### config.mk
export PLATFORM = sky130hd
export DESIGN_NAME = vga_text_fetch
export DESIGN_NICKNAME = d
export VERILOG_FILES = /design/src/rtl/vga_text_fetch.sv
export SDC_FILE = /design/constraint.sdc
export NUM_CORES = 1
export LEC_CHECK = 0
export BUFFER_PORTS_ARGS = -buffer_cell sky130_fd_sc_hd__buf_2
export CORE_UTILIZATION = 25
export DETAILED_ROUTE_END_ITERATION = 8
export GPL_ROUTABILITY_DRIVEN = 0
export GPL_TIMING_DRIVEN = 0
export PLACE_DENSITY = 0.52
export SLEW_MARGIN = 20
export SYNTH_ARGS = -nofsm -noshare
export SYNTH_HDL_FRONTEND = slang
export SYNTH_SLANG_ARGS = --single-unit
### constraint.sdc
create_clock -name clk -period 3.65 [get_ports clk]
set_clock_uncertainty 0.2 [all_clocks]
set_input_delay 0.73 -clock clk [delete_from_list [all_inputs] [get_ports clk]]
set_output_delay 0.73 -clock clk [all_outputs]
set_load 0.005 [all_outputs]
### src/rtl/vga_text_fetch.sv
// vga_text_fetch: display-side reader for the text-mode VRAM.
// Walks the VRAM read port in step with the VGA timing counters and produces one
// pixel per clk. The screen is COLS x ROWS cells of 8x16 pixels. Character codes are
// stored row-major at TEXT_BASE, and a 128-glyph 8x8 font is stored at FONT_BASE.
// Each font row is shown on two scanlines.
//
// Ports
//   clk         pixel clock, shared with the VRAM read port
//   nrst        asynchronous active-low reset
//   hCount      timing column, 0..H_TOTAL-1
//   vCount      timing line, 0..V_TOTAL-1
//   vramRdAddr  registered VRAM read address
//   vramRdData  VRAM read data, valid the cycle after the address is sampled
//   pixelRgb    registered 3-3-2 pixel colour (1 clk latency)
//   pixelDe     registered display enable for pixelRgb
module vga_text_fetch #(
  parameter int unsigned COLS      = 80,
  parameter int unsigned ROWS      = 30,
  parameter int unsigned H_ACTIVE  = 640,
  parameter int unsigned H_TOTAL   = 800,
  parameter int unsigned V_ACTIVE  = 480,
  parameter int unsigned V_TOTAL   = 525,
  parameter logic [12:0] TEXT_BASE = 13'h0000,
  parameter logic [12:0] FONT_BASE = 13'h1000,
  parameter logic [7:0]  FG_RGB    = 8'hFF,
  parameter logic [7:0]  BG_RGB    = 8'h00
) (
  input  logic        clk,
  input  logic        nrst,
  input  logic [9:0]  hCount,
  input  logic [9:0]  vCount,
  output logic [12:0] vramRdAddr,
  input  logic [7:0]  vramRdData,
  output logic [7:0]  pixelRgb,
  output logic        pixelDe
);

  logic [2:0]  phase;
  logic        lastSlot;
  logic [9:0]  fetchCol;
  logic [9:0]  fetchLine;
  logic        live;
  logic        activeNow;
  logic [12:0] textAddr;
  logic [12:0] fontAddr;

  logic [7:0]  chLatch;
  logic [7:0]  nextGlyph;
  logic [7:0]  shiftReg;

  assign phase    = hCount[2:0];
  // The final slot of a line prefetches column 0 of the following line.
  assign lastSlot = (hCount >= 10'(H_TOTAL - 8));

  always_comb begin
    fetchCol  = 10'd0;
    fetchLine = vCount;
    if (lastSlot) begin
      fetchCol  = 10'd0;
      fetchLine = (vCount == 10'(V_TOTAL - 1)) ? 10'd0 : vCount + 10'd1;
    end else begin
      fetchCol  = {3'b000, hCount[9:3]} + 10'd1;
      fetchLine = vCount;
    end
  end

  assign live = (fetchCol < 10'(COLS)) && (fetchLine < 10'(V_ACTIVE)) &&
                ({4'b0000, fetchLine[9:4]} < 10'(ROWS));

  assign activeNow = (hCount < 10'(H_ACTIVE)) && (vCount < 10'(V_ACTIVE));

  assign textAddr = TEXT_BASE + 13'(fetchLine[9:4]) * 13'(COLS) + 13'(fetchCol);
  // Glyph row index is line[3:1] so each font row covers two scanlines.
  assign fontAddr = FONT_BASE + {3'b000, vramRdData[6:0], fetchLine[3:1]};

  always_ff @(posedge clk or negedge nrst) begin
    if (!nrst) begin
      vramRdAddr <= 13'd0;
      chLatch    <= 8'd0;
      nextGlyph  <= 8'd0;
      shiftReg   <= 8'd0;
      pixelRgb   <= 8'd0;
      pixelDe    <= 1'b0;
    end else begin
      pixelDe  <= activeNow;
      pixelRgb <= (activeNow && shiftReg[7]) ? FG_RGB : BG_RGB;

      // Load at the slot boundary so the new glyph's leftmost bit is shown at phase 0.
      if (phase == 3'd7) begin
        shiftReg <= live ? nextGlyph : 8'h00;
      end else begin
        shiftReg <= {shiftReg[6:0], 1'b0};
      end

      if (live) begin
        case (phase)
          3'd0: vramRdAddr <= textAddr;
          3'd2: begin
            chLatch    <= vramRdData;
            vramRdAddr <= fontAddr;
          end
          // Bit 7 of the character code selects inverse video.
          3'd4: nextGlyph <= chLatch[7] ? ~vramRdData : vramRdData;
          default: ;
        endcase
      end
    end
  end

endmodule

==> impl_metrics.yaml <==
clocking:
  root_buffer: "clkbuf_8"
  ctsHoldBuffers: 0
  cts.clk_slew.worst_paths_ns: 0.08
  h-tree-depth: 2
  clk_latency_ns: 0.29
  cts_made_buffers: 5
  clock_sinks: 32
  cts_max_path_buffers: 2
  cts_tree: "yes"
global_route:
  grt_pass1_wl_um: 10300
  grt.total_usage_pct: 12.8
  grt_start_max_net_pins: 33
  grt_overflow: 0
  antenna_found_initial: 0
  grt_pass1_vias: 2135
synth:
  synth-compound-area-share_pct: 14.0
  ys.warnings.count: 0
  synth_area_leaders: "dfrtp_1 32%, ha_1 7.0%, mux2_2 6.3%"
  yosysTopAreaCell: "dfrtp_1"
  synth_edf_count: 0
  async_flop_share_pct: 100
  ys.flop_type: "dfrtp_1"
  synth_area_mm2: 0.00251
  synth_xor_area_share_pct: 6.99
  synth_top_cell_area_share_pct: 32.0
  syn_nets: 309
  syn_area_per_cell_um2: 9.53
  synth_mux_area_share_pct: 12.3
  synthSimpleGateAreaFrac_pct: 19.2
  synth_top_family_by_area: "simple AND/OR/NAND/NOR gates"
  synthCells: 263
  yosysSeqAreaShare_pct: 32.0
  ys_types: 56
  yosys_register_bits: 32
  synth-adder-area-share_pct: 8.59
power_and_ir_drop:
  seqPwrFrac_pct: 40.3
  internal_power_mw: 0.847
  p_switching_mw: 0.410
  p_sw_share_pct: 32.6
  total_leakage_power_nw: 1.56
  power.density_mw_per_mm2: 367
  pwr-share-clk_pct: 22.0
  peakVddDrop_uv: 183
  p_comb_share_pct: 37.7
drt:
  via_per_inst: 4.58
  drt_iter0_drc: 68
  num_vias: 2150
  first_pass_iters: 4
  drc_errors: 0
  antenna_left: 0
  routedWlPerCell_um: 13.5
  finalWirelength_um: 6320
sta:
  fin_crit_ns: 3.59
  max_slew_margin_pct: 51.8
  finalHoldViolCount: 0
  rsz0062_at_grt: "yes"
  period_share_pct: 98.3
  tightest_slew_ns: 0.722
  fmax_mhz: 279
  report.final.slew_viol_count: 0
  setup_viol: 0
  fin_tns_setup_ns: 0
setup_path:
  worst-path-buf-inv: 1
  cp-start-kind: "input pin"
  cpPeakStageDelay_ns: 0.55
  worstPathCellList: "buf_6 > ha_4 > nand3_4 > or4_4 > nand2_2 > ha_1 > ha_1 > a21o_1 > a21oi_4 > xnor2_2 > nor3b_2 > mux2_4 > mux2_4"
  ff2ff_path_depth: 3
  required_ns: 3.63
  reg2reg_to: "nextGlyph[4]$_DFFE_PN0P_"
  crit_type: "input pin to flop"
  arrival_ns: 3.57
  crit_family: "simple AND/OR/NAND/NOR gates"
  r2r-start: "chLatch[7]$_DFFE_PN0P_"
  r2r_slack_ns: 2.14
  worstPathMaxFanout: 4
  crit_path_end_kind: "flop"
  slowest_stage: "or4_4"
outcome:
  outcome: "finished, final reports clean"
min_path:
  min_to: "pixelRgb[6]$_DFF_PN0_"
  hold_class: "flop to flop"
  whs_path_depth: 1
  min_from: "shiftReg[7]$_DFF_PN0_"
die:
  dieArea_mm2: 0.0104
  coreArea_mm2: 0.00973
  num_rows: 36
  initial_core_util_pct: 25.8
  ios: 52
  die_w_um: 102
  die_h_um: 102
run:
  drv_cap: 0
final_layout:
  utilization_pct: 35.2
  layout_common_cells: "40 x buf_2, 32 x dfrtp_1, 30 x nand2_1, 24 x buf_4, 16 x o21ai_0"
  drive_gt1_share_pct: 44.3
  antenna_cells: 0
  syn_to_final_growth_pct: 36.6
  nets: 381
  fillerInstances: 1032
  final_common_cell: "buf_2"
placement:
  port-buffer-count: 49
  place_hpwl_um: 4860
-- what timing repair did --
| item | CTS | global route |
|---|---|---|
| setup buffers | 11 | 5 |
| resized for setup | 22 | 36 |
| endpoints found under the setup margin | 5 | 5 |
| pin swaps | 11 | 17 |
-- kinds of logic (layout without fill, tap and decap cells) --
family / Yosys count / in the layout
AOI/OAI and AO/OA: 49 / 49
muxes: 25 / 25
buffers and inverters: 28 / 101
xor gates and xnor gates: 20 / 20
DFF: 32 / 32
adders and majority gates: 16 / 16
and+or+nand+nor: 92 / 92
other: 1 / 1
-- sequential cells by signal, summed over array words and instances, names as in the netlist --
name,flops
nextGlyph,8
pixelRgb,1
vramRdAddr,13
pixelDe,1
chLatch,1
shiftReg,8
-- Yosys cell counts, types with 4 or more instances --
library cell   n
dfrtp_1       32
inv_1         12
nand2_1       34
o31ai_1        4
ha_1          14
buf_4          7
nand4_1        4
xor2_1        14
nand3_1        8
a21oi_1        7
mux2_2        14
nor2_1        14
o21ai_0       18
mux2_4         8
xnor2_1        6
and2_1         4
-- worst register-to-register path: stages, from the launching register on --
cell and delay, ns:
dfrtp_1 0.32, buf_1 0.45, xor2_1 0.13, mux2_2 0.29
-- per-layer routing --
metal	track usage [%]	up-vias	share of wire [%]
met2	21.4	47	47
met1	16.8	1025	48
met4	2.86	0	0.97
li1	-	1071	-
met5	0	-	0
met3	2.80	7	3.6
-- power by group through the flow --
stage          Sequential (mW)  Combinational [mW]  Clock (mW)
2_1_floorplan            0.506               0.280           0
3_3_place_gp             0.515               0.415           0
3_5_place_dp             0.516               0.424           0
4_1_cts                  0.510               0.454       0.287
5_1_grt                  0.523               0.532       0.298
6_report                 0.507               0.474       0.276
-- worst max path at each step --
stage              start  slack, ns                          to  depth (start not counted)
2_1_floorplan  hCount[3]      -0.24  vramRdAddr[11]$_DFFE_PN0P_                         11
5_1_grt        vCount[1]      -0.10  vramRdAddr[12]$_DFFE_PN0P_                         18
4_1_cts        vCount[8]      -0.01  vramRdAddr[11]$_DFFE_PN0P_                         14
6_report       vCount[0]       0.06  vramRdAddr[11]$_DFFE_PN0P_                         13
3_5_place_dp   hCount[3]      -0.75  vramRdAddr[11]$_DFFE_PN0P_                         12
3_3_place_gp   hCount[3]      -0.72  vramRdAddr[11]$_DFFE_PN0P_                         12
-- layout make-up --
cell class                 count  area, µm²  share of cell area (%)
clock buffer                   5       68.8                    2.01
sequential                    32        801                    23.4
tap                          133        166                    4.86
clock inverter                 3       23.8                   0.694
inverter                      13       53.8                    1.57
timing repair buffer          65        424                    12.4
multi-input combinational    203       1760                    51.5
buffer                        15        124                    3.62
-- per-stage QoR --
| step | power [mW] | area, µm² | hold slack [ns] | setup slack [ns] | std cells |
|---|---|---|---|---|---|
| floorplan | 0.786 | 2540 | 0.226 | -0.237 | 263 |
| global placement | 0.930 | 2950 | 0.235 | -0.723 | 445 |
| detailed placement | 0.940 | 2950 | 0.233 | -0.746 | 445 |
| CTS | 1.25 | 3230 | 0.251 | -0.0103 | 464 |
| global route | 1.35 | 3420 | 0.265 | -0.103 | 469 |
| finish | 1.26 | 3420 | 0.249 | 0.0631 | 469 |
Note: power is estimated with default switching activity, not from simulation.
